$ cat config.mk
export PLATFORM = sky130hd
export DESIGN_NAME = concat_sched
export DESIGN_NICKNAME = d
export VERILOG_FILES = /design/src/rtl/concat_sched.sv
export SDC_FILE = /design/constraint.sdc
export NUM_CORES = 1
export LEC_CHECK = 0
export CORE_AREA = 2 2 249 251
export CTS_CLUSTER_DIAMETER = 150
export DETAILED_ROUTE_END_ITERATION = 6
export DIE_AREA = 0 0 251 253
export PLACE_DENSITY = 0.44
export SYNTH_ARGS = -nofsm -noshare
export SYNTH_HDL_FRONTEND = slang
export SYNTH_SLANG_ARGS = --single-unit
$ cat constraint.sdc
create_clock -name clk_i -period 4.8 [get_ports clk_i]
set_clock_uncertainty 0.05 [all_clocks]
set_input_delay 0.72 -clock clk_i [delete_from_list [all_inputs] [get_ports clk_i]]
set_output_delay 0.72 -clock clk_i [all_outputs]
set_load 0.005 [all_outputs]
$ cat src/rtl/concat_sched.sv
// Concat/requantize sequencer: merges A then B accumulator groups per pixel,
// clamps each 32-bit lane to 8 bits and emits a registered valid/ready stream.
module concat_sched #(
    parameter int RE_CHANNEL_IN_NUM = 8,
    parameter int CNT_W             = 16
) (
    input  logic                              clk_i,
    input  logic                              rst_i,
    input  logic                              start_i,
    input  logic [CNT_W-1:0]                  cfg_groups_a_i,
    input  logic [CNT_W-1:0]                  cfg_groups_b_i,
    input  logic [CNT_W-1:0]                  cfg_pixels_i,
    input  logic                              a_valid_i,
    output logic                              a_ready_o,
    input  logic [32*RE_CHANNEL_IN_NUM-1:0]   a_data_i,
    input  logic                              b_valid_i,
    output logic                              b_ready_o,
    input  logic [32*RE_CHANNEL_IN_NUM-1:0]   b_data_i,
    output logic                              out_valid_o,
    input  logic                              out_ready_i,
    output logic [8*RE_CHANNEL_IN_NUM-1:0]    out_data_o,
    output logic                              busy_o,
    output logic                              done_o
);

    localparam int N = RE_CHANNEL_IN_NUM;
    localparam logic [CNT_W-1:0] CNT_ZERO = {CNT_W{1'b0}};
    localparam logic [CNT_W-1:0] CNT_ONE  = {{(CNT_W-1){1'b0}}, 1'b1};

    typedef enum logic [1:0] {
        IDLE  = 2'd0,
        SEL_A = 2'd1,
        SEL_B = 2'd2,
        DRAIN = 2'd3
    } state_t;

    state_t            state_q, state_d;
    logic [CNT_W-1:0]  grp_q, grp_d;
    logic [CNT_W-1:0]  pix_q, pix_d;
    logic [CNT_W-1:0]  ga_q, ga_d;
    logic [CNT_W-1:0]  gb_q, gb_d;
    logic [CNT_W-1:0]  px_q, px_d;
    logic              out_valid_q, out_valid_d;
    logic [8*N-1:0]    out_data_q, out_data_d;
    logic              busy_q, busy_d;
    logic              done_q, done_d;

    logic              ld_s;
    logic              a_fire_s;
    logic              b_fire_s;
    logic              pix_end_s;

    // Negative lanes floor at zero; anything above 255 saturates.
    function automatic logic [7:0] clamp_lane(input logic [31:0] x);
        logic [7:0] r;
        if (x[31]) begin
            r = 8'h00;
        end else if (|x[30:8]) begin
            r = 8'hFF;
        end else begin
            r = x[7:0];
        end
        return r;
    endfunction

    function automatic logic [8*N-1:0] clamp_word(input logic [32*N-1:0] w);
        logic [8*N-1:0] r;
        r = {(8*N){1'b0}};
        for (int i = 0; i < N; i++) begin
            r[8*i +: 8] = clamp_lane(w[32*i +: 32]);
        end
        return r;
    endfunction

    assign ld_s      = ~out_valid_q | out_ready_i;
    assign a_ready_o = (state_q == SEL_A) & ld_s;
    assign b_ready_o = (state_q == SEL_B) & ld_s;
    assign a_fire_s  = a_valid_i & a_ready_o;
    assign b_fire_s  = b_valid_i & b_ready_o;

    assign out_valid_o = out_valid_q;
    assign out_data_o  = out_data_q;
    assign busy_o      = busy_q;
    assign done_o      = done_q;

    // Next-state logic: group/pixel sequencing and completion.
    always_comb begin
        state_d   = state_q;
        grp_d     = grp_q;
        pix_d     = pix_q;
        ga_d      = ga_q;
        gb_d      = gb_q;
        px_d      = px_q;
        busy_d    = busy_q;
        done_d    = 1'b0;
        pix_end_s = 1'b0;
        case (state_q)
            IDLE: begin
                if (start_i) begin
                    ga_d  = cfg_groups_a_i;
                    gb_d  = cfg_groups_b_i;
                    px_d  = cfg_pixels_i;
                    grp_d = CNT_ZERO;
                    pix_d = CNT_ZERO;
                    if ((cfg_pixels_i == CNT_ZERO) || (cfg_groups_a_i == CNT_ZERO)) begin
                        done_d = 1'b1;
                    end else begin
                        state_d = SEL_A;
                        busy_d  = 1'b1;
                    end
                end else begin
                    state_d = IDLE;
                end
            end
            SEL_A: begin
                if (a_fire_s) begin
                    if (grp_q == ga_q - CNT_ONE) begin
                        grp_d = CNT_ZERO;
                        if (gb_q != CNT_ZERO) begin
                            state_d = SEL_B;
                        end else begin
                            pix_end_s = 1'b1;
                        end
                    end else begin
                        grp_d = grp_q + CNT_ONE;
                    end
                end else begin
                    state_d = SEL_A;
                end
            end
            SEL_B: begin
                if (b_fire_s) begin
                    if (grp_q == gb_q - CNT_ONE) begin
                        grp_d     = CNT_ZERO;
                        pix_end_s = 1'b1;
                    end else begin
                        grp_d = grp_q + CNT_ONE;
                    end
                end else begin
                    state_d = SEL_B;
                end
            end
            DRAIN: begin
                if (ld_s) begin
                    state_d = IDLE;
                    busy_d  = 1'b0;
                    done_d  = 1'b1;
                end else begin
                    state_d = DRAIN;
                end
            end
            default: begin
                state_d = IDLE;
                busy_d  = 1'b0;
            end
        endcase

        // Last group of a pixel either finishes the layer or starts the next pixel at A.
        if (pix_end_s) begin
            if (pix_q == px_q - CNT_ONE) begin
                state_d = DRAIN;
            end else begin
                pix_d   = pix_q + CNT_ONE;
                state_d = SEL_A;
            end
        end else begin
            pix_d = pix_d;
        end
    end

    // Output register load: a transfer refills it, a consume without refill empties it.
    always_comb begin
        out_valid_d = out_valid_q;
        out_data_d  = out_data_q;
        if (a_fire_s) begin
            out_valid_d = 1'b1;
            out_data_d  = clamp_word(a_data_i);
        end else if (b_fire_s) begin
            out_valid_d = 1'b1;
            out_data_d  = clamp_word(b_data_i);
        end else if (out_ready_i) begin
            out_valid_d = 1'b0;
        end else begin
            out_valid_d = out_valid_q;
        end
    end

    // State, counter, config and output registers.
    always_ff @(posedge clk_i) begin
        if (rst_i) begin
            state_q     <= IDLE;
            grp_q       <= CNT_ZERO;
            pix_q       <= CNT_ZERO;
            ga_q        <= CNT_ZERO;
            gb_q        <= CNT_ZERO;
            px_q        <= CNT_ZERO;
            out_valid_q <= 1'b0;
            out_data_q  <= {(8*N){1'b0}};
            busy_q      <= 1'b0;
            done_q      <= 1'b0;
        end else begin
            state_q     <= state_d;
            grp_q       <= grp_d;
            pix_q       <= pix_d;
            ga_q        <= ga_d;
            gb_q        <= gb_d;
            px_q        <= px_d;
            out_valid_q <= out_valid_d;
            out_data_q  <= out_data_d;
            busy_q      <= busy_d;
            done_q      <= done_d;
        end
    end

endmodule

==> results of run 1 <==
cell type report:
| type | count | area [sq um] | share of cell area |
|---|---|---|---|
| clock buffer | 19 | 443 | 0.0259 |
| multi-input combinational | 1048 | 6050 | 0.353 |
| tap | 790 | 988 | 0.0577 |
| clock inverter | 13 | 171 | 0.0100 |
| antenna | 6 | 15.0 | 0.000876 |
| inverter | 18 | 67.6 | 0.00394 |
| timing repair buffer | 641 | 6410 | 0.374 |
| sequential | 149 | 2980 | 0.174 |
worst min-delay path, delay by kind of cell, from the launching register on:
family / cells / cell delay [ns]
AOI/OAI and AO/OA: 1 / 0.05
DFF: 1 / 0.32
and+or+nand+nor: 1 / 0.06
stage by stage:
step | hold slack, ns | instance area, sq um
3_3_place_gp | 0.408 | 16500
5_1_grt | 0.462 | 17100
3_5_place_dp | 0.416 | 16500
6_report | 0.431 | 17100
2_1_floorplan | 0.398 | 9440
4_1_cts | 0.432 | 17100
cells in the mapped netlist, drive strengths merged, types with 8 or more instances:
cell type / n
nor3b: 8
nand4: 10
and3: 24
o21ai: 145
inv: 18
and4: 17
buf: 14
or2: 8
nand2b: 21
o211ai: 66
xnor2: 35
dfxtp: 149
or4: 10
or3: 8
and2: 9
a211o: 9
clkbuf: 67
ha: 11
nor3: 38
nor2: 165
a21oi: 80
nand2: 136
nand3: 34
xor2: 28
nor4: 104
a31oi: 16
kinds of logic after synthesis:
family                   share of synthesized area
flip-flops                                   0.316
buffers and inverters                       0.0433
AO/OA/AOI/OAI                                0.234
XOR/XNOR                                    0.0585
multiplexers                               0.00769
adder cells (fa/ha/maj)                     0.0146
AND/OR/NAND/NOR                              0.326
state kept, by name (all words and copies together) (netlist names):
| register | flops |
|---|---|
| busy_o | 1 |
| done_o | 1 |
| ga_q | 16 |
| gb_q | 16 |
| grp_q | 16 |
| out_data_o | 64 |
| out_valid_o | 1 |
| pix_q | 16 |
| px_q | 16 |
| state_q | 2 |
report_power, final:
group	switching [mW]	internal [mW]
Clock	0.627	0.838
Combinational	0.448	0.644
Sequential	0.0711	1.30
Total	1.15	2.78
worst max-delay path by stage:
| stage | startpoint | to | slack, ns | cells after the start |
|---|---|---|---|---|
| 2_1_floorplan | gb_q[0]$_SDFFE_PP0P_ | pix_q[12]$_SDFF_PP0_ | 1.69 | 14 |
| 3_3_place_gp | out_ready_i | grp_q[15]$_SDFFE_PP0P_ | 1.03 | 11 |
| 3_5_place_dp | out_ready_i | grp_q[15]$_SDFFE_PP0P_ | 1.01 | 11 |
| 4_1_cts | gb_q[0]$_SDFFE_PP0P_ | pix_q[13]$_SDFF_PP0_ | 1.19 | 11 |
| 5_1_grt | gb_q[0]$_SDFFE_PP0P_ | pix_q[14]$_SDFF_PP0_ | 0.90 | 11 |
| 6_report | gb_q[0]$_SDFFE_PP0P_ | pix_q[13]$_SDFF_PP0_ | 1.14 | 11 |
layer usage:
layer,routed length (um),GRT usage,vias up
met5,41,0,-
met4,908,0.0541,6
met3,4900,0.0631,39
met2,26000,0.275,425
met1,24800,0.218,5649
li1,-,-,5958
==> flow_summary.json, run 1 <==
{
  "outcome": "complete, no violations",
  "setup_tns_ns": 0,
  "crit_arrival_ns": 4.04,
  "cp.required_ns": 5.18,
  "fp.dieH_um": 253,
  "grt_pass1_wl_um": 79500,
  "ir_drop_v": 0.000143,
  "yosysSeqAreaShare": 0.316,
  "clock-root-buffer": "clkbuf_16",
  "grt_overflow": 0,
  "clk_pin_slew_worst_paths_ns": 0.07,
  "synthArstFlopShare": 0,
  "worstSetupPathType": "flip-flop to flip-flop",
  "yosys_warnings": 0,
  "clkSinkCount": 149,
  "grt_max_degree": 83,
  "cts.path.max_buffers": 2,
  "final_core_util": 0.281,
  "first_global_vias": 12077,
  "period_share": 0.763,
  "syn-mean-instance-area_sq_um": 7.28,
  "critPathSlowestCell": "a21boi_1",
  "crit_chain": "inv_1, ha_1, nor3b_1, o2111a_1, o22ai_1, nor4_1, nand4_1, or3_1, a21boi_1, and3_1, a211o_1",
  "layout-drive-gt1-share": 0.0344,
  "relSlewSlack": 0.294,
  "post-cts-setup-buffers": 0,
  "setup_viol": 0,
  "rr_worst_depth": 11,
  "place_congestion": 0.912,
  "fin_crit_ns": 3.66,
  "rsz0062_at_grt": "false",
  "synth.top_cells.by_area": "dfxtp_1 (32%), o21ai_0 (7.7%), nor4_1 (6.7%), nor2_1 (6.6%), nand2_1 (5.4%)",
  "cts_tree": "done",
  "hp-start": "ga_q[15]$_SDFFE_PP0P_",
  "rr_startpoint": "gb_q[0]$_SDFFE_PP0P_",
  "r2r-end": "pix_q[13]$_SDFF_PP0_",
  "cts_buffers": 17,
  "worstSetupStartpointType": "flip-flop",
  "drc": 0,
  "drt_wl_total_um": 56700,
  "final_max_slew_viol_count": 0,
  "ios": 635,
  "min_to": "ga_q[15]$_SDFFE_PP0P_",
  "hold_depth": 2,
  "hpwlAfterDp_um": 48400,
  "synth_fp_nets": 1873,
  "drt_iter0_drc": 712,
  "clock.fmax_ghz": 0.273,
  "synth_cell_types": 67,
  "layout_commonest_cell": "clkdlybuf4s50_1",
  "mostFrequentLayoutCells": "clkdlybuf4s50_1 (633), nor2_1 (165), dfxtp_1 (149), o21ai_0 (145), nand2_1 (135)",
  "synth_enable_flop_cells": 0,
  "antenna_found_initial": 10,
  "layout_setup_ws_ns": 1.14,
  "max-cap-violations": 0,
  "fillerInstances": 6619,
  "die-area_sq_um": 63500,
  "track_usage": 0.173,
  "report.final.hold_viol_count": 0,
  "cts-hold-fix-buffers": 0,
  "viasPerCell": 4.50,
  "finalPower_mw": 3.93,
  "ff2ff_setup_slack_ns": 1.14,
  "die_width_um": 251,
  "cp_max_fo": 11,
  "dp.cells": 2646,
  "core_area_sq_um": 61000,
  "wl_per_cell_um": 21.1,
  "num-nets-final": 2452,
  "end_kind": "flip-flop",
  "cts_max_level": 4,
  "path_buf_inv": 1,
  "ant_nets": 0,
  "fin_cells": 2684,
  "synth-seq-cells": 149,
  "cpLargestDelayFamily": "simple AND/OR/NAND/NOR gates",
  "p_leak_nw": 6.02,
  "area_growth_pct": 81.5,
  "via_count": 12077,
  "synthCells": 1296,
  "synth_area_sq_um": 9440,
  "initial_core_util": 0.155,
  "cts_resized": 0,
  "post-place-ws_ns": 1.01,
  "yosysTopAreaCell": "dfxtp_1",
  "yosys.area.top_type_share": 0.316,
  "ys.flop_type": "dfxtp_1",
  "hold_path.class": "flip-flop to flip-flop",
  "clk_latency_ns": 0.48,
  "cpPeakStageDelay_ns": 0.75,
  "rows": 91,
  "tightest_slew_ns": 1.06,
  "cellPowerDensity_nw_per_um2": 229,
  "portBuffers": 634,
  "drt_pass1_iterations": 5
}
Note: power is estimated with default switching activity, not from simulation.
==> run 2: changes to the inputs <==
- clock period: 4.8 -> 3.7 ns (I/O delays scaled with it)
==> run 2 against run 1 <==
Net effect:
- fmax rose by 9.9%
- via count is 0.16% higher
- hold slack got worse by 0.0082 ns
- largest power group unchanged
- highest routed layer unchanged
==> flow_summary.json, run 2 (synthesis results as in run 1) <==
{
  "fin_crit_ns": 3.33,
  "track_usage": 0.175,
  "cpLargestDelayFamily": "compound AO/OA/AOI/OAI gates",
  "ios": 635,
  "via_count": 12096,
  "die_width_um": 251,
  "wl_per_cell_um": 21.1,
  "fin_cells": 2706,
  "report.final.hold_viol_count": 0,
  "relSlewSlack": 0.349,
  "cts_buffers": 17,
  "num-nets-final": 2477,
  "setup_tns_ns": 0,
  "hold_path.class": "flip-flop to flip-flop",
  "place_congestion": 0.904,
  "initial_core_util": 0.155,
  "cts_tree": "done",
  "ir_drop_v": 0.000309,
  "clkSinkCount": 149,
  "fp.dieH_um": 253,
  "antenna_found_initial": 9,
  "cp.required_ns": 4.05,
  "layout_setup_ws_ns": 0.366,
  "design_area_sq_um": 17300,
  "crit_chain": "or4_4, or4_4, nor2_1, xnor2_1, o211ai_1, o311ai_1, a21oi_2, o21ai_0, a31oi_1",
  "clk_latency_ns": 0.47,
  "largest_reg_flops": 64,
  "first_global_vias": 12112,
  "clock.fmax_ghz": 0.300,
  "area_growth_pct": 83.3,
  "hpwlAfterDp_um": 48700,
  "final_core_util": 0.283,
  "post-place-ws_ns": 0.142,
  "post-cts-setup-buffers": 0,
  "fillerInstances": 6602,
  "multi_input_area_sq_um": 6060,
  "finalPower_mw": 5.02,
  "drc": 0,
  "clk_pin_slew_worst_paths_ns": 0.07,
  "layout-drive-gt1-share": 0.0450,
  "critPathSlowestCell": "a21oi_2",
  "max-cap-violations": 0,
  "cellPowerDensity_nw_per_um2": 290,
  "period_share": 0.901,
  "rows": 91,
  "cts_resized": 0,
  "crit_arrival_ns": 3.69,
  "dp.cells": 2671,
  "rsz0062_at_grt": "false",
  "path_buf_inv": 0,
  "mostFrequentLayoutCells": "clkdlybuf4s50_1 (633), nor2_1 (165), dfxtp_1 (149), o21ai_0 (145), nand2_1 (135)",
  "seqPwrFrac": 0.354,
  "drt_pass1_iterations": 5,
  "drt_iter0_drc": 729,
  "worstSetupStartpointType": "flip-flop",
  "worstSetupPathType": "flip-flop to flip-flop",
  "core_area_sq_um": 61000,
  "switchingPower_mw": 1.43,
  "viasPerCell": 4.47,
  "power_switching_share": 0.286,
  "cpPeakStageDelay_ns": 0.80,
  "final_max_slew_viol_count": 0,
  "setup_viol": 0,
  "outcome": "complete, no violations",
  "die-area_sq_um": 63500,
  "cts.path.max_buffers": 2,
  "ant_nets": 0,
  "cts_max_level": 4,
  "comb_power_share": 0.289,
  "cts-hold-fix-buffers": 0,
  "grt_pass1_wl_um": 80500,
  "placed_cell_area_sq_um": 16700,
  "p_leak_nw": 6.13,
  "regArea_sq_um": 2980,
  "grt_max_degree": 65,
  "clock-root-buffer": "clkbuf_16",
  "holdWs_ns": 0.423,
  "tightest_slew_ns": 0.976,
  "crit_path_frequent_cell": "or4_4",
  "grt_overflow": 0,
  "portBuffers": 634,
  "p_int_mw": 3.59,
  "clockPowerShare": 0.357,
  "drt_wl_total_um": 57100,
  "layout_commonest_cell": "clkdlybuf4s50_1",
  "cp_max_fo": 23,
  "end_kind": "flip-flop"
}
run 2: power groups by stage:
stage          registers [mW]  logic [mW]  clock network, mW
2_1_floorplan            1.78       0.506                  0
3_3_place_gp             1.81        1.44                  0
3_5_place_dp             1.81        1.45                  0
4_1_cts                  1.77        1.46               1.89
5_1_grt                  1.79        1.57               1.92
6_report                 1.78        1.45               1.79
run 2: path summary, 6_finish.rpt:
| check | from | cells after the start | end | slack, ns |
|---|---|---|---|---|
| min | ga_q[15]$_SDFFE_PP0P_ | 2 | ga_q[15]$_SDFFE_PP0P_ | 0.42 |
| max | gb_q[7]$_SDFFE_PP0P_ | 9 | grp_q[5]$_SDFFE_PP0P_ | 0.37 |
| max reg2reg | gb_q[7]$_SDFFE_PP0P_ | 9 | grp_q[5]$_SDFFE_PP0P_ | 0.37 |
| min reg2reg | ga_q[15]$_SDFFE_PP0P_ | 2 | ga_q[15]$_SDFFE_PP0P_ | 0.42 |
run 2: final cells by class:
type / instances / area share
clock buffers: 24 / 0.0278
clock inverters: 7 / 0.00564
well taps: 790 / 0.0571
flip-flops and latches: 149 / 0.172
multi-input cells: 1048 / 0.350
inverters: 18 / 0.00391
repair buffers: 666 / 0.382
diodes: 4 / 0.000579
run 2: per-layer routing:
| layer | global-route usage | up-vias | share of wire |
|---|---|---|---|
| li1 | - | 5971 | - |
| met1 | 0.224 | 5661 | 0.45 |
| met2 | 0.281 | 414 | 0.45 |
| met3 | 0.0530 | 46 | 0.080 |
| met4 | 0.0510 | 4 | 0.018 |
| met5 | 0 | - | 0.00047 |
run 2: worst min-delay path, cell delays in order, from the launching register on:
cell and delay (ns):
dfxtp_1 0.32, nand2_1 0.05, a21oi_1 0.05
